`config.mk`:
```
export PLATFORM = sky130hd
export DESIGN_NAME = wb_stage_flat
export DESIGN_NICKNAME = d
export VERILOG_FILES = /design/src/rtl/wb_stage_if.sv /design/src/rtl/wb_stage.sv /design/src/flat_wrapper.sv
export SDC_FILE = /design/constraint.sdc
export NUM_CORES = 1
export LEC_CHECK = 0
export CORE_MARGIN = 3
export CORE_UTILIZATION = 45
export CTS_CLUSTER_DIAMETER = 40
export DETAILED_ROUTE_END_ITERATION = 6
export HOLD_SLACK_MARGIN = 0.06
export PLACE_DENSITY = 0.76
export SYNTH_ARGS = -nofsm -noshare
export SYNTH_HDL_FRONTEND = slang
export SYNTH_SLANG_ARGS = --single-unit
```
`constraint.sdc`:
```
create_clock -name clk -period 2.7 [get_ports clk]
set_clock_uncertainty 0.05 [all_clocks]
set_input_delay 0.81 -clock clk [delete_from_list [all_inputs] [get_ports clk]]
set_output_delay 0.81 -clock clk [all_outputs]
set_load 0.005 [all_outputs]
```
`src/rtl/wb_stage_if.sv`:
```
// Bundle between the MEM stage, the WB stage and decode.
// The master side drives the MEM-stage slot and the stall/flush controls;
// the slave side (wb_stage) returns the write-back port and status.
// retire_cnt exists only when WB_RETIRE_CNT_EN is defined.
interface wb_stage_if;
   logic        mem_valid;
   logic        mem_regWrite;
   logic [2:0]  mem_write_reg;
   logic [1:0]  mem_memToReg;
   logic [15:0] mem_alu_res;
   logic [15:0] mem_read_data;
   logic [15:0] mem_pc_inc;
   logic        mem_halt;
   logic        mem_rd_pending;
   logic        mem_rd_done;
   logic        stall;
   logic        flush;

   logic        wb_regWrite;
   logic [2:0]  wb_write_reg;
   logic [15:0] mem_write_back;
   logic        wb_stall_req;
   logic        halted;
   logic        wb_err;
`ifdef WB_RETIRE_CNT_EN
   logic [15:0] retire_cnt;
`endif

   modport master (
      output mem_valid, mem_regWrite, mem_write_reg, mem_memToReg,
             mem_alu_res, mem_read_data, mem_pc_inc, mem_halt,
             mem_rd_pending, mem_rd_done, stall, flush,
      input  wb_regWrite, wb_write_reg, mem_write_back, wb_stall_req,
             halted, wb_err
`ifdef WB_RETIRE_CNT_EN
      , input retire_cnt
`endif
   );

   modport slave (
      input  mem_valid, mem_regWrite, mem_write_reg, mem_memToReg,
             mem_alu_res, mem_read_data, mem_pc_inc, mem_halt,
             mem_rd_pending, mem_rd_done, stall, flush,
      output wb_regWrite, wb_write_reg, mem_write_back, wb_stall_req,
             halted, wb_err
`ifdef WB_RETIRE_CNT_EN
      , output retire_cnt
`endif
   );
endinterface

```
`src/rtl/wb_stage.sv`:
```
// Write-back pipeline stage: WB register, write-back source select,
// wait for late load data, and sticky halt.
// Optional retire counter enabled by defining WB_RETIRE_CNT_EN.
//
// state    | meaning
// ---------+--------------------------------------------------------
// RUN      | normal operation, WB register captures from MEM
// WAIT_MEM | load in WB waiting for mem_rd_done, upstream stalled
// HALTED   | HALT retired, everything frozen until rst
module wb_stage (
   input  logic        clk,
   input  logic        rst,
   wb_stage_if.slave   bus
);
   localparam logic [1:0] RUN      = 2'd0;
   localparam logic [1:0] WAIT_MEM = 2'd1;
   localparam logic [1:0] HALTED   = 2'd2;

   logic [1:0]  state;
   logic        valid_q;
   logic        reg_write_q;
   logic [2:0]  write_reg_q;
   logic [1:0]  mem_to_reg_q;
   logic [15:0] alu_q;
   logic [15:0] data_q;
   logic [15:0] pc_inc_q;
   logic        halt_q;
   logic        first_q;
   logic        active;
   logic        take;
   logic        go_wait;

   // Fields of an incoming bubble are zeroed so stale values never reach decode
   assign take    = bus.mem_valid;
   assign go_wait = bus.mem_valid && (bus.mem_memToReg == 2'b01)
                    && bus.mem_rd_pending && !bus.mem_rd_done;

   // WB register and state machine
   always_ff @(posedge clk) begin
      if (rst) begin
         state        <= RUN;
         valid_q      <= 1'b0;
         reg_write_q  <= 1'b0;
         write_reg_q  <= 3'd0;
         mem_to_reg_q <= 2'b00;
         alu_q        <= 16'h0000;
         data_q       <= 16'h0000;
         pc_inc_q     <= 16'h0000;
         halt_q       <= 1'b0;
         first_q      <= 1'b0;
      end else begin
         case (state)
            RUN: begin
               if (valid_q && halt_q) begin
                  state   <= HALTED;
                  first_q <= 1'b0;
               end else if (bus.flush) begin
                  valid_q      <= 1'b0;
                  reg_write_q  <= 1'b0;
                  write_reg_q  <= 3'd0;
                  mem_to_reg_q <= 2'b00;
                  alu_q        <= 16'h0000;
                  data_q       <= 16'h0000;
                  pc_inc_q     <= 16'h0000;
                  halt_q       <= 1'b0;
                  first_q      <= 1'b0;
               end else if (!bus.stall) begin
                  valid_q      <= take;
                  reg_write_q  <= take & bus.mem_regWrite;
                  write_reg_q  <= take ? bus.mem_write_reg : 3'd0;
                  mem_to_reg_q <= take ? bus.mem_memToReg : 2'b00;
                  alu_q        <= take ? bus.mem_alu_res : 16'h0000;
                  data_q       <= take ? bus.mem_read_data : 16'h0000;
                  pc_inc_q     <= take ? bus.mem_pc_inc : 16'h0000;
                  halt_q       <= take & bus.mem_halt;
                  first_q      <= 1'b1;
                  if (go_wait) state <= WAIT_MEM;
               end else begin
                  first_q <= 1'b0;
               end
            end
            WAIT_MEM: begin
               // first_q re-armed so the load writes exactly once on return
               if (bus.mem_rd_done) begin
                  data_q  <= bus.mem_read_data;
                  first_q <= 1'b1;
                  state   <= RUN;
               end
            end
            HALTED: begin
               first_q <= 1'b0;
            end
            default: state <= RUN;
         endcase
      end
   end

   // Instruction completes WB in its first RUN cycle
   assign active = valid_q && first_q && (state == RUN);

   // Write-back source select and status outputs
   always_comb begin
      bus.mem_write_back = 16'h0000;
      case (mem_to_reg_q)
         2'b00:   bus.mem_write_back = alu_q;
         2'b01:   bus.mem_write_back = data_q;
         2'b10:   bus.mem_write_back = pc_inc_q;
         default: bus.mem_write_back = 16'h0000;
      endcase
   end

   assign bus.wb_regWrite  = active && reg_write_q;
   assign bus.wb_write_reg = write_reg_q;
   assign bus.wb_err       = active && (mem_to_reg_q == 2'b11);
   assign bus.wb_stall_req = (state != RUN);
   assign bus.halted       = (state == HALTED);

`ifdef WB_RETIRE_CNT_EN
   logic [15:0] retire_q;

   // Saturating count of retired valid instructions
   always_ff @(posedge clk) begin
      if (rst)
         retire_q <= 16'h0000;
      else if (active && (retire_q != 16'hFFFF))
         retire_q <= retire_q + 16'd1;
   end

   assign bus.retire_cnt = retire_q;
`endif
endmodule

```
`src/flat_wrapper.sv`:
```
// flat-port wrapper written by rule: the top's interface ports become plain ports
module wb_stage_flat 
  (clk, rst, bus_mem_valid, bus_mem_regWrite, bus_mem_write_reg, bus_mem_memToReg, bus_mem_alu_res, bus_mem_read_data, bus_mem_pc_inc, bus_mem_halt, bus_mem_rd_pending, bus_mem_rd_done, bus_stall, bus_flush, bus_wb_regWrite, bus_wb_write_reg, bus_mem_write_back, bus_wb_stall_req, bus_halted, bus_wb_err);
  wb_stage_if bus_i ();
  input  logic clk;
  input  logic rst;
  input wire logic [$bits(bus_i.mem_valid)-1:0] bus_mem_valid;
  input wire logic [$bits(bus_i.mem_regWrite)-1:0] bus_mem_regWrite;
  input wire logic [$bits(bus_i.mem_write_reg)-1:0] bus_mem_write_reg;
  input wire logic [$bits(bus_i.mem_memToReg)-1:0] bus_mem_memToReg;
  input wire logic [$bits(bus_i.mem_alu_res)-1:0] bus_mem_alu_res;
  input wire logic [$bits(bus_i.mem_read_data)-1:0] bus_mem_read_data;
  input wire logic [$bits(bus_i.mem_pc_inc)-1:0] bus_mem_pc_inc;
  input wire logic [$bits(bus_i.mem_halt)-1:0] bus_mem_halt;
  input wire logic [$bits(bus_i.mem_rd_pending)-1:0] bus_mem_rd_pending;
  input wire logic [$bits(bus_i.mem_rd_done)-1:0] bus_mem_rd_done;
  input wire logic [$bits(bus_i.stall)-1:0] bus_stall;
  input wire logic [$bits(bus_i.flush)-1:0] bus_flush;
  output wire logic [$bits(bus_i.wb_regWrite)-1:0] bus_wb_regWrite;
  output wire logic [$bits(bus_i.wb_write_reg)-1:0] bus_wb_write_reg;
  output wire logic [$bits(bus_i.mem_write_back)-1:0] bus_mem_write_back;
  output wire logic [$bits(bus_i.wb_stall_req)-1:0] bus_wb_stall_req;
  output wire logic [$bits(bus_i.halted)-1:0] bus_halted;
  output wire logic [$bits(bus_i.wb_err)-1:0] bus_wb_err;
  assign bus_i.mem_valid = bus_mem_valid;
  assign bus_i.mem_regWrite = bus_mem_regWrite;
  assign bus_i.mem_write_reg = bus_mem_write_reg;
  assign bus_i.mem_memToReg = bus_mem_memToReg;
  assign bus_i.mem_alu_res = bus_mem_alu_res;
  assign bus_i.mem_read_data = bus_mem_read_data;
  assign bus_i.mem_pc_inc = bus_mem_pc_inc;
  assign bus_i.mem_halt = bus_mem_halt;
  assign bus_i.mem_rd_pending = bus_mem_rd_pending;
  assign bus_i.mem_rd_done = bus_mem_rd_done;
  assign bus_i.stall = bus_stall;
  assign bus_i.flush = bus_flush;
  assign bus_wb_regWrite = bus_i.wb_regWrite;
  assign bus_wb_write_reg = bus_i.wb_write_reg;
  assign bus_mem_write_back = bus_i.mem_write_back;
  assign bus_wb_stall_req = bus_i.wb_stall_req;
  assign bus_halted = bus_i.halted;
  assign bus_wb_err = bus_i.wb_err;
  wb_stage u_core (.clk(clk), .rst(rst), .bus(bus_i));
endmodule
```
Word-level counts from Yosys, hierarchy flattened
Index checks and enable logic that the tools add are counted.
Widths: inputs -> output; s select.
{"block": "op_classes", "reduce_logical": 18, "bitwise_logic": 4, "mux": 36, "n_eq_ne": 13}
{"operator": "$mux 16", "count": 11}
{"operator": "$pmux 16 s3", "count": 1}
{"operator": "$pmux 16 s2", "count": 1}
{"operator": "$mux 2", "count": 8}
{"operator": "$mux 1", "count": 10}
{"operator": "$mux 3", "count": 3}
{"operator": "$logic_and 1x1->1", "count": 8}
{"operator": "$eq 2x1->1 const B", "count": 3}
{"operator": "$eq 2x2->1 const B", "count": 3}
{"operator": "$ne 3x2->1 const B", "count": 2}
{"operator": "$pmux 2 s3", "count": 1}
{"operator": "$reduce_and 5->1", "count": 1}
{"operator": "$logic_not 2->1", "count": 2}
{"operator": "$ne 2x2->1 const B", "count": 2}
{"operator": "$reduce_and 4->1", "count": 1}
{"operator": "$reduce_bool 2->1", "count": 2}
{"operator": "$ne 3x1->1 const B", "count": 1}
{"operator": "$ne 3x3->1 const B", "count": 1}
{"operator": "$pmux 1 s3", "count": 1}
{"operator": "$reduce_and 3->1", "count": 1}
{"operator": "$reduce_bool 3->1", "count": 1}
{"operator": "$and 1x1->1", "count": 2}
{"operator": "$ne 2x1->1 const B", "count": 1}
{"operator": "$not 1->1", "count": 2}
{"operator": "other kinds (2)", "count": 2}
{"block": "word_totals", "elab_cells": 81, "out_inout_bits": 23, "in_bits": 62, "register_bits": 59}

Longest topological paths before layout
Gate-level depths: netlist of run 1.
{"block": "depth", "depth_word": 9, "mapped_depth": 8, "ltp_nobuf": 6}

Least setup slack after synthesis of run 1
No wires, ideal clock.
{"block": "synth_path", "kind": "input port to flip-flop", "startpoint": "input port bus_flush", "endpoint": "register u_core.mem_to_reg_q[0]", "setup_slack_ns": 0.824, "path_stages": 6, "arrival_ns": 1.693, "required_time_ns": 2.518, "setup_time_ns": 0.132, "n_path_buf": 2, "path_cell_list": "and2b_4 or3_1 buf_2 buf_6 nand2_1 a21oi_1"}
{"block": "synth_between", "elab_chain_len": 2, "word_cells_on_any_way": 3, "cone_classes": "1 x eq/ne; 1 x mux; 1 x reduce/logical"}
{"element": "start: declaration", "line_no": "flat_wrapper.sv:18", "source": "input wire logic [$bits(bus_i.flush)-1:0] bus_flush;"}
{"element": "$ne 2x1->1 (no source line)"}
{"element": "$reduce_and 3->1 (no source line)"}
{"element": "end signal: assignment", "line_no": "wb_stage.sv:71", "source": "mem_to_reg_q <= take ? bus.mem_memToReg : 2'b00;"}
{"element": "end: declaration", "line_no": "wb_stage.sv:23", "source": "logic [1:0] mem_to_reg_q;"}
Parallel ways exist; a longest one is shown, timed or not.
A chain may end at the register's enable or synchronous reset.

Worst setup path in the final report of run 1
{"block": "layout_path", "startpoint": "register u_core.mem_to_reg_q[0]", "endpoint": "output port bus_mem_write_back[4]"}
{"block": "layout_between", "elab_chain_len": 2, "word_cells_on_any_way": 4, "cone_classes": "2 x eq/ne; 1 x mux; 1 x reduce/logical"}
{"element": "$eq 2x2->1, or another cell as far along", "line_no": "wb_stage.sv:104", "source": "case (mem_to_reg_q)"}
{"element": "$pmux 16 s3 *", "line_no": "wb_stage.sv:104"}
{"element": "end: declaration", "line_no": "flat_wrapper.sv:21", "source": "output wire logic [$bits(bus_i.mem_write_back)-1:0] bus_mem_write_back;"}
Mark *: on every way between the ends. The rest lies on a longest branch, timed or not.

==> results of run 1 <==
[timing repair]
item                                    in CTS  in global routing
pin swaps                                    0                  0
resized for setup                            1                 10
endpoints found under the setup margin       2                 14
[through the flow]
step           worst slack, ns  area, µm²  hold slack (ns)  std cells
2_1_floorplan           0.8245       2769           0.3773        342
3_3_place_gp            0.1861       3672           0.3868        482
3_5_place_dp            0.1531       3672           0.3939        482
4_1_cts                0.01163       3916           0.4021        498
5_1_grt               -0.01702       3934           0.4219        498
6_report               0.09155       3934           0.3979        498
[layer usage]
layer,wire [µm],track usage [%],part of all wire [%]
met5,0,0,0
met1,3268,28.05,44
met4,125,8.633,1.7
met3,547,4.907,7.3
met2,3513,33.64,47
[tightest hold or removal path, stage by stage, from the launching register on]
cell and delay (ns):
sky130_fd_sc_hd__dfxtp_1 0.31, sky130_fd_sc_hd__nand2_1 0.05, sky130_fd_sc_hd__a21oi_1 0.05
[cells in the mapped netlist, types with 3 or more instances]
cell,count
sky130_fd_sc_hd__o21ai_0,14
sky130_fd_sc_hd__o22ai_1,3
sky130_fd_sc_hd__nor2_1,7
sky130_fd_sc_hd__buf_2,10
sky130_fd_sc_hd__nand3_1,43
sky130_fd_sc_hd__dfxtp_1,59
sky130_fd_sc_hd__a21oi_1,41
sky130_fd_sc_hd__buf_6,4
sky130_fd_sc_hd__ha_1,4
sky130_fd_sc_hd__nand2b_1,16
sky130_fd_sc_hd__clkbuf_1,13
sky130_fd_sc_hd__inv_1,3
sky130_fd_sc_hd__nand2_1,74
sky130_fd_sc_hd__mux2i_1,32
[path summary, 6_finish.rpt]
kind,start,endpoint,cells past startpoint
max reg2reg,u_core.state[1],u_core.data_q[12],7
max,u_core.mem_to_reg_q[0],bus_mem_write_back[4],4
min reg2reg,u_core.bus.wb_write_reg[0],u_core.bus.wb_write_reg[0],2
min,u_core.bus.wb_write_reg[0],u_core.bus.wb_write_reg[0],2
[final cells by class]
class	instances	area (µm²)	share of cell area [%]
Inverter	4	15.01	0.3817
Multi-Input combinational cell	251	1448	36.80
Sequential cell	59	1181	30.03
Clock inverter	5	100.1	2.545
Clock buffer	11	141.4	3.594
Timing Repair Buffer	96	958.4	24.36
Tap cell	72	90.09	2.290
[power breakdown]
group / internal (mW) / switching (mW)
sequential: 0.897 / 0.0137
combinational: 0.153 / 0.118
clock: 0.635 / 0.339
[cell families after synthesis]
logic type	count (synthesis)	share of synthesized area, %
AO/OA/AOI/OAI	63	12.20
adder cells (fa/ha/maj)	4	1.808
buffers and inverters	32	6.010
flip-flops	59	42.66
multiplexers	32	11.57
AND/OR/NAND/NOR	152	25.76
==> summary by stage, run 1 <==
Worst setup path
The flop-to-flop setup slack is 0.87 ns. The maximum net fanout on the critical path is 13. On the worst path, the slowest cell contributes a delay of approximately 0.55 ns.

Data on the critical path is required at its endpoint by approximately 1.8 ns. The critical path start-end classification is flip-flop to output port. The buffering stage count on the worst path with inverters included is 2. The dominant delay contributor by cell family on the critical path is buffers and inverters.

For the worst setup path, the data arrival time is roughly 1.8 ns. The critical path goes through buf_6 -> mux2i_1 -> o21ai_0 -> clkdlybuf4s50_1. The master of the slowest instance on the critical path is sky130_fd_sc_hd__clkdlybuf4s50_1. The capturing element type of the critical path is an output port.

STA classifies the critical path startpoint as a flip-flop.

Place
The weighted congestion at the end of routability-driven global placement is ~0.78. The HPWL after detailed placement is roughly 5000 µm. During placement, the flow inserted port buffers numbering between 80 and 90.

Layout
The largest registers in the layout are u_core.alu_q (16), u_core.data_q (16), u_core.pc_inc_q (16). The leading cell type in the layout, fill and taps excluded is sky130_fd_sc_hd__clkdlybuf4s50_1. Compared with the post-synthesis result, the final layout area differs by 42.07%. Once layout is complete, the utilization of the core stands at around 68%. The filler cell count is 483. The fraction of layout cells with a size suffix above 1 is approximately 8.9%. At the end of the flow, the number of nets in the layout was ~500. Leaving out fill and tap cells, the most frequent cells in the layout are 83 x sky130_fd_sc_hd__clkdlybuf4s50_1, 74 x sky130_fd_sc_hd__nand2_1, 59 x sky130_fd_sc_hd__dfxtp_1, 43 x sky130_fd_sc_hd__nand3_1, 41 x sky130_fd_sc_hd__a21oi_1. The number of antenna diodes in the final layout is 0.

Detailed routing
The violation count after the first detailed-route iteration is 176. The routed layout has around 2,600 vias. The average vias per placed instance is roughly 5.3.

The routed length per placed instance is approximately 15 µm. The number of iterations in the first detailed-routing pass is 4. The remaining design rule violation count is 0. The wire length reported by the detailed router is around 7500 µm. The number of routed nets with antenna violations is 0.

Clock tree
In this run the clock root is driven by a sky130_fd_sc_hd__clkbuf_8. The number of setup buffers added after CTS is 0. The longest clock path from root to sink contains 2 buffers.

In this run the number of H-tree levels came out at 3. The count of clock tree sinks is 59. The total CTS buffers is 9. The clock transition at the registers of the reported paths is 0.06 ns. The number of hold-repair buffers added at the cts stage is 0.

TritonCTS built the clock tree. Clock latency on the worst-skew pair, taken at its later pin, is roughly 0.33 ns.

Yosys
During synthesis, Yosys emitted a total of 0 warnings. Synthesis produced a netlist whose cell count is approximately 340. The count of distinct cell types in the synthesized netlist is 31. Counting flops with a built-in enable in the synthesized netlist gives 0. The async set or reset register ratio after synthesis is 0%. The synthesized area divided by synthesized cell count is around 8.1 µm². The post-synth design cell area is between 0.002 and 0.003 mm². The post-synthesis sequential area ratio is 42.66%. The library cell with the largest summed area after synthesis is sky130_fd_sc_hd__dfxtp_1. Synthesis produced a netlist with a net count of between 400 and 500.

The share of synthesized area in the top cell type comes to about 43%. The commonest register cell after synthesis is sky130_fd_sc_hd__dfxtp_1. Counting flops and latches in the post-synthesis netlist gives between 50 and 60. By area the synthesized netlist is led by sky130_fd_sc_hd__dfxtp_1 43%, sky130_fd_sc_hd__mux2i_1 12%, sky130_fd_sc_hd__nand2_1 10%.

Power and ir drop
The design draws about 2.2 mW. In this run the power density over the cells is between 500 and 600 mW/mm². VDD sags by at most a little over 0.0004 V. The leakage power is approximately 1.4 nW.

Floorplanning
The horizontal die dimension is 84.44 µm. During I/O placement, the number of pins put on the boundary was between 80 and 90. The placement row count is 27. The die extent in y is ~84 µm. The initial standard-cell utilization of the core is approximately half. The floorplan step defined a die boundary enclosing between 0.007 and 0.008 mm². After floorplanning, the core was sized to cover roughly 0.0057 mm².

STA
For the final routed database, the setup TNS stands at 0 ns. The total setup violations reported at the end of the flow is 0. The final-report hold violation count is 0.

The number of slew-limit violations in the final report is 0. The post-layout minimum cycle time is ~2.6 ns. The worst slew margin relative to its limit is a little under three quarters. Setup repair after global routing could not meet its margin everywhere. At the pin with the least slew margin, the transition time is 0.4234 ns. Based on the critical path, the design can be clocked at up to about 380 MHz. The period utilization is a little over nine tenths.

Hold path
The type of the most critical hold path is flip-flop to flip-flop.

GRT
The largest net degree at the start of global routing is slightly above 40. The global router's overall resource usage is about a fifth. The via count of the first global-routing pass is approximately 2,600. The total congestion overflow is 0. The first global-routing pass estimated around 12,000 µm of wire. The initial antenna violation count came to 0.

Run status
The flow ran to the end, and the final reports show no timing, DRC or antenna violations.

Job
The tool flagged a number of max-cap violations equal to 0.
Note: power is estimated with default switching activity, not from simulation.
==> run 2: changes to the inputs <==
- PLACE_DENSITY: 0.76 -> 0.87
==> summary by stage, run 2 (synthesis gave the netlist of run 1 again) <==
STA
The minimum hold slack was 0.3996 ns (+0.001738 ns). The final worst setup slack is 0.03895 ns (-0.05259 ns). Setup repair after global routing could not meet its margin everywhere. The total setup violations reported at the end of the flow is 0 (unchanged). The final-report hold violation count is 0 (unchanged). The number of slew-limit violations in the final report is 0 (unchanged). The peak clock frequency supported by timing is 375.8 MHz (-2.0%). The worst slew margin relative to its limit is 72.44% (+0.66 points). The measured slew at the worst slew-check pin is 0.4135 ns (-0.009968 ns).

The post-layout minimum cycle time is 2.661 ns (+0.05259 ns). The period utilization came to 98.56% (+1.9 points). The setup TNS is 0 ns (unchanged).

Hold path
The count of cells along the worst hold path is 2 (unchanged). The min-delay analysis places its worst path in the category flip-flop to flip-flop. In this run the most critical hold path is launched from u_core.bus.wb_write_reg[1]. The terminating pin of the worst hold path is u_core.bus.wb_write_reg[1].

Job
The number of maximum-capacitance constraint violations is 0 (unchanged).

Place
The worst-case setup slack after placement is 0.1283 ns (-0.02482 ns). The number of buffer cells added on primary ports was 84 (unchanged). The final HPWL from detailed placement came to 5145 µm (+0.12%). The weighted congestion at the end of routability-driven global placement is 0.7776 (+0.24%). The count of placed standard cells including taps is 482 (unchanged). The cell area after placement is 0.003672 mm² (unchanged).

Detailed routing
The routed length per placed instance is 15.47 µm (+3.4%). The wire length reported by the detailed router is 7704 µm (+3.4%). The count of vias placed by the detailed router is 2,707 (+2.2%). The violation count after the first detailed-route iteration is 155 (-12%). The number of routed nets with antenna violations came to 0 (unchanged). The number of iterations in the first detailed-routing pass is 5 (+1). The remaining design rule violation count is 0 (unchanged). The average vias per placed instance came to 5.436 (+2.2%).

GRT
The total congestion overflow is 0 (unchanged). The first-pass GRT wire length is 12,450 µm (+1.5%). The via count of the first global-routing pass is 2,671 (+4.4%).

The global router's overall resource usage is 21.84% (+0.58 points). The initial antenna violation count was 0 (unchanged). The largest net degree at the start of global routing came to 41 (unchanged).

Floorplanning
The number of top-level design ports came to 85 (unchanged). The die extent in y is 84.44 µm (unchanged). The placement row count is 27 (unchanged). The floorplan core area was 0.005743 mm² (unchanged). The die area was 0.007130 mm² (unchanged). The horizontal die dimension was 84.44 µm (unchanged). The initial standard-cell utilization of the core came to 48.21% (unchanged).

Layout
The non-filler instance count after layout came to 498 (unchanged). The library cell used most frequently in the layout, excluding fill and tap cells, is sky130_fd_sc_hd__clkdlybuf4s50_1. In the layout the commonest cells are 83 x sky130_fd_sc_hd__clkdlybuf4s50_1, 74 x sky130_fd_sc_hd__nand2_1, 58 x sky130_fd_sc_hd__dfxtp_1, 43 x sky130_fd_sc_hd__nand3_1, 41 x sky130_fd_sc_hd__a21oi_1.

The fraction of layout cells with a size suffix above 1 is 9.624% (+0.70 points). In the final layout, the registers with the most flip-flops are u_core.alu_q (16), u_core.data_q (16), u_core.pc_inc_q (16). The count of nets after finishing came to 487 (unchanged).

The filler cell count is 487 (+0.83%). The antenna diode count is 0 (unchanged). The growth of design area from synthesis to finish is 41.93% (about the same). The finished layout cell area is 0.003930 mm² (about the same).

Clock tree
The total CTS buffers is 9 (unchanged). The worst-skew pair later-pin latency was 0.34 ns (about the same). The count of clock tree sinks is 59 (unchanged). The CTS tree is done. The number of setup buffers added after CTS is 0 (unchanged). The clock transition at the registers of the reported paths is 0.07 ns (about the same). The maximum number of buffers from clock root to sink came to 2 (unchanged). The clock tree root buffer cell is sky130_fd_sc_hd__clkbuf_8. The depth of the CTS H-tree was 3 (unchanged).

Worst setup path
The capturing element type of the critical path is an output port. The maximum net fanout on the critical path is 7 (-6). The launching element type of the critical path is a flip-flop. The number of cells traversed by the worst register-to-register path was 7 (unchanged). The launch instance of the worst register-to-register path is u_core.state[0]. The flop-to-flop setup slack came to 0.99 ns (+0.12 ns). The critical path start-end classification is flip-flop to output port. The required time of the critical path is 1.84 ns (about the same). The worst flop-to-flop path endpoint is u_core.pc_inc_q[10].

The signal arrival time at the worst endpoint was 1.80 ns (+0.05 ns). The launch point of the worst path is u_core.mem_to_reg_q[0].

Power and ir drop
The part of the total power dissipated in combinational logic is 12.5% (about the same). The share of total power consumed by net switching is 23.00% (+1.2 points). The portion of total power attributed to sequential cells was 42.3% (about the same). The share of power burned in the clock network came to 45.2% (about the same).

The net switching power is 0.4956 mW (+5.4%). The cell-internal power is 1.659 mW (-1.6%). The largest voltage drop on the vdd net was 0.0003460 V (-15%). The leakage power came to 1.357 nW (-0.34%).

The total power divided by cell area is 548.3 mW/mm² (about the same).

Run status
The run finished with clean final reports.
run 2: cell types whose count changed in the layout (fill, tap and decap cells not counted):
cell	before	now
sky130_fd_sc_hd__o21ai_0	8	11
sky130_fd_sc_hd__o21ai_1	7	4
sky130_fd_sc_hd__buf_4	8	9
sky130_fd_sc_hd__buf_6	2	1
sky130_fd_sc_hd__clkbuf_1	1	0
sky130_fd_sc_hd__clkbuf_8	10	9
sky130_fd_sc_hd__clkinv_4	0	1
sky130_fd_sc_hd__clkinvlp_4	0	1
sky130_fd_sc_hd__dfxtp_1	59	58
sky130_fd_sc_hd__dfxtp_2	0	1
sky130_fd_sc_hd__inv_1	2	1
sky130_fd_sc_hd__inv_2	2	3
run 2: critical path, cell delays in order, from the launching register on:
cell,delay (ns)
sky130_fd_sc_hd__dfxtp_1,0.39
sky130_fd_sc_hd__buf_4,0.21
sky130_fd_sc_hd__mux2i_1,0.10
sky130_fd_sc_hd__o21ai_0,0.21
sky130_fd_sc_hd__clkdlybuf4s50_1,0.55
run 2: repair_timing:
action,4_1_cts,5_1_grt
endpoints found under the hold margin,0,0
resized for setup,3,6
pin swaps,0,1
hold buffers,0,0
endpoints found under the setup margin,3,9
run 2: how the worst max path moves through the flow:
stage	to
2_1_floorplan	u_core.mem_to_reg_q[0]
3_3_place_gp	u_core.mem_to_reg_q[0]
3_5_place_dp	u_core.alu_q[14]
4_1_cts	bus_mem_write_back[10]
5_1_grt	bus_mem_write_back[3]
6_report	bus_mem_write_back[9]
run 2: layout make-up:
cell class | count | area, µm² | area share (%)
Multi-Input combinational cell | 251 | 1448 | 36.84
Sequential cell | 59 | 1182 | 30.09
Timing Repair Buffer | 96 | 954.7 | 24.29
Clock buffer | 9 | 123.9 | 3.152
Clock inverter | 7 | 116.4 | 2.961
Tap cell | 72 | 90.09 | 2.292
Inverter | 4 | 15.01 | 0.3820
run 2: layer usage:
| metal | part of all wire [%] | global-route usage, % | vias to the layer above |
|---|---|---|---|
| met3 | 6.4 | 4.024 | 16 |
| met5 | 0 | 0 | - |
| met1 | 41 | 25.67 | 1259 |
| met2 | 50 | 37.73 | 109 |
| li1 | - | - | 1323 |
| met4 | 2.7 | 11.51 | 0 |
run 2: stage by stage:
stage                     power [mW]  utilization [%]
after detailed placement       1.196            63.94
after global routing           2.212            68.43
after floorplan                1.052                -
final                          2.155            68.43
after CTS                      2.162            68.34
after global placement         1.192            63.94
run 2: power by group through the flow:
stage / Combinational, mW / Sequential, mW / Clock [mW]
detailed placement: 0.265 / 0.931 / 0
floorplan: 0.125 / 0.927 / 0
finish: 0.269 / 0.912 / 0.974
CTS: 0.269 / 0.911 / 0.982
global placement: 0.262 / 0.929 / 0
global route: 0.289 / 0.914 / 1.01
==> run 3: changes to the inputs <==
- REMOVE_ABC_BUFFERS: not set -> 1
==> summary by stage, run 3 (synthesis gave the netlist of run 1 again) <==
Detailed routing
The routed length per placed instance is 15.04 µm (-2.8%). The violation count after the first detailed-route iteration is 158 (+1.9%). The number of routed nets with antenna violations was 0 (unchanged). The remaining design rule violation count came to 0 (unchanged).

The count of vias placed by the detailed router is 2,667 (-1.5%). The wire length reported by the detailed router is 7488 µm (-2.8%). The average vias per placed instance is 5.355 (-1.5%). The number of iterations in the first detailed-routing pass is 4 (-1).

Worst setup path
The signal arrival time at the worst endpoint is 1.75 ns (-0.05 ns). The required time of the critical path is 1.84 ns (about the same). The maximum net fanout on the critical path was 6 (-1).

The maximum cell stage delay along the critical path was 0.53 ns (-0.02 ns). The capturing element type of the critical path is an output port. The master of the slowest instance on the critical path is sky130_fd_sc_hd__clkdlybuf4s50_1. Traced cell by cell, the critical path runs through buf_2 -> mux2i_1 -> o22ai_1 -> clkdlybuf4s50_1.

STA classifies the critical path startpoint as a flip-flop. The critical path is of the flip-flop to output port type.

Power and ir drop
The total power after layout is 2.018 mW (-6.4%). The share of total power consumed by net switching is 22.19% (-0.81 points). The largest voltage drop on the vdd net is 0.0002715 V (-22%). The share of power burned in the clock network is 41.6% (-3.6 points). The total power divided by cell area is 517.0 mW/mm² (-5.7%).

The cell-internal power came to 1.570 mW (-5.4%). The leakage power came to 1.367 nW (+0.70%). The part of the total power dissipated in combinational logic was 13.2% (+0.7 points). The net switching power is 0.4478 mW (-9.6%). The portion of total power attributed to sequential cells is 45.2% (+2.9 points).

Place
The count of placed standard cells including taps is 482 (unchanged). The weighted congestion at the end of routability-driven global placement is 0.8372 (+7.7%). The number of buffer cells added on primary ports was 84 (unchanged).

The final HPWL from detailed placement came to 5037 µm (-2.1%). The worst-case setup slack after placement is 0.1329 ns (+0.004646 ns).

Clock tree
The depth of the CTS H-tree is 3 (unchanged). TritonCTS built the clock tree. The worst-skew pair later-pin latency is 0.33 ns (about the same).

The total CTS buffers is 9 (unchanged). CTS placed an instance of sky130_fd_sc_hd__clkbuf_8 at the clock tree root. The count of clock tree sinks is 59 (unchanged). The number of hold-repair buffers added at the cts stage is 0 (unchanged).

The clock transition at the registers of the reported paths is 0.06 ns (about the same). The maximum number of buffers from clock root to sink is 2 (unchanged).

Floorplanning
The number of top-level design ports is 85 (unchanged). The die extent in y is 84.44 µm (unchanged). The initial standard-cell utilization of the core is 48.21% (unchanged). The placement row count is 27 (unchanged).

The floorplan core area is 0.005743 mm² (unchanged). The die area is 0.007130 mm² (unchanged). The horizontal die dimension was 84.44 µm (unchanged).

Layout
Relative to the synthesized area, the layout overhead comes to 40.98%. The count of nets after finishing came to 488 (+0.21%). The antenna diode count is 0 (unchanged).

The library cells used most frequently in the layout, excluding fill and tap cells, are 82 x sky130_fd_sc_hd__clkdlybuf4s50_1, 74 x sky130_fd_sc_hd__nand2_1, 58 x sky130_fd_sc_hd__dfxtp_1, 43 x sky130_fd_sc_hd__nand3_1, 41 x sky130_fd_sc_hd__a21oi_1. The non-filler instance count after layout is 498 (unchanged). The final standard cell utilization of the core is 67.97% (-0.46 points).

The leading cell type in the layout, fill and taps excluded is sky130_fd_sc_hd__clkdlybuf4s50_1. The filler cell count is 474 (-2.7%). The largest registers in the layout are u_core.alu_q (16), u_core.data_q (16), u_core.pc_inc_q (16). The fraction of layout cells with a size suffix above 1 is 9.624% (unchanged).

GRT
The met1 global-route usage was 25.83% (+0.16 points). The global-route track usage on met2 is 36.44% (-1.3 points). The met3 capacity usage during global routing is 4.318% (+0.29 points). The global router's overall resource usage is 21.07% (-0.77 points).

The first-pass GRT wire length is 12,140 µm (-2.5%). The via count of the first global-routing pass is 2,596 (-2.8%). The largest net degree at the start of global routing is 41 (unchanged). The total congestion overflow is 0 (unchanged). The initial antenna violation count is 0 (unchanged). The layer with the highest usage is met2.

STA
The number of slew-limit violations in the final report came to 0 (unchanged). The final-report hold violation count was 0 (unchanged). The peak clock frequency supported by timing is 382.8 MHz (+1.9%). Setup repair after global routing left no endpoint under its margin. The total setup violations reported at the end of the flow was 0 (unchanged). The post-layout minimum cycle time is 2.612 ns (-0.04904 ns). The worst slew margin relative to its limit is 63.21% (-9.2 points). The setup TNS is 0 ns (unchanged). The measured slew at the worst slew-check pin was 0.5499 ns (+0.1365 ns). The period utilization was 96.74% (-1.8 points). The final worst setup slack came to 0.08800 ns (+0.04904 ns).

Job
The number of maximum-capacitance constraint violations was 0 (unchanged).

Hold path
The type of the most critical hold path is flip-flop to flip-flop.

Run status
The run finished with clean final reports.
-- run 3: final timing paths --
path,startpoint,endpoint,slack [ns],cells after the start
worst min-delay path,u_core.alu_q[2],u_core.alu_q[2],0.40,2
worst min register to register,u_core.alu_q[2],u_core.alu_q[2],0.40,2
worst max-delay path,u_core.mem_to_reg_q[0],bus_mem_write_back[2],0.09,4
worst max register to register,u_core.state[1],u_core.data_q[2],0.84,6
-- run 3: power groups by stage --
stage	Sequential, mW	Combinational (mW)	Clock (mW)
CTS	0.912	0.266	0.857
finish	0.913	0.266	0.839
detailed placement	0.931	0.263	0
floorplan	0.931	0.0930	0
global route	0.915	0.287	0.898
global placement	0.929	0.260	0
-- run 3: critical path: cells and delay by family (launching register included) --
family,cells,cell delay (ns)
compound gates,1,0.18
mux,1,0.10
flops,1,0.39
buf+inv,2,0.76
-- run 3: final cells by class --
type / count / area [µm²] / share of cell area, %
clock buffer: 14 / 182.7 / 4.679
sequential: 59 / 1182 / 30.29
clock inverter: 1 / 30.03 / 0.7692
tap: 72 / 90.09 / 2.308
timing repair buffer: 97 / 953.4 / 24.42
inverter: 4 / 15.01 / 0.3846
multi-input combinational: 251 / 1450 / 37.15
-- run 3: stage by stage --
stage	hold slack, ns	cell area, µm²
6_report	0.4018	3904
4_1_cts	0.4020	3875
3_5_place_dp	0.3934	3660
5_1_grt	0.4254	3904
2_1_floorplan	0.3712	2618
3_3_place_gp	0.3869	3660
-- run 3: timing repair --
item,4_1_cts,5_1_grt
buffers inserted,0,0
endpoints found under the setup margin,3,11
gates resized for setup,2,9
cloned,0,1
-- run 3: per-layer routing --
metal | routed length [µm] | vias up
li1 | - | 1313
met1 | 3190 | 1235
met2 | 3700 | 110
met3 | 516 | 9
met4 | 80 | 0
met5 | 0 | -
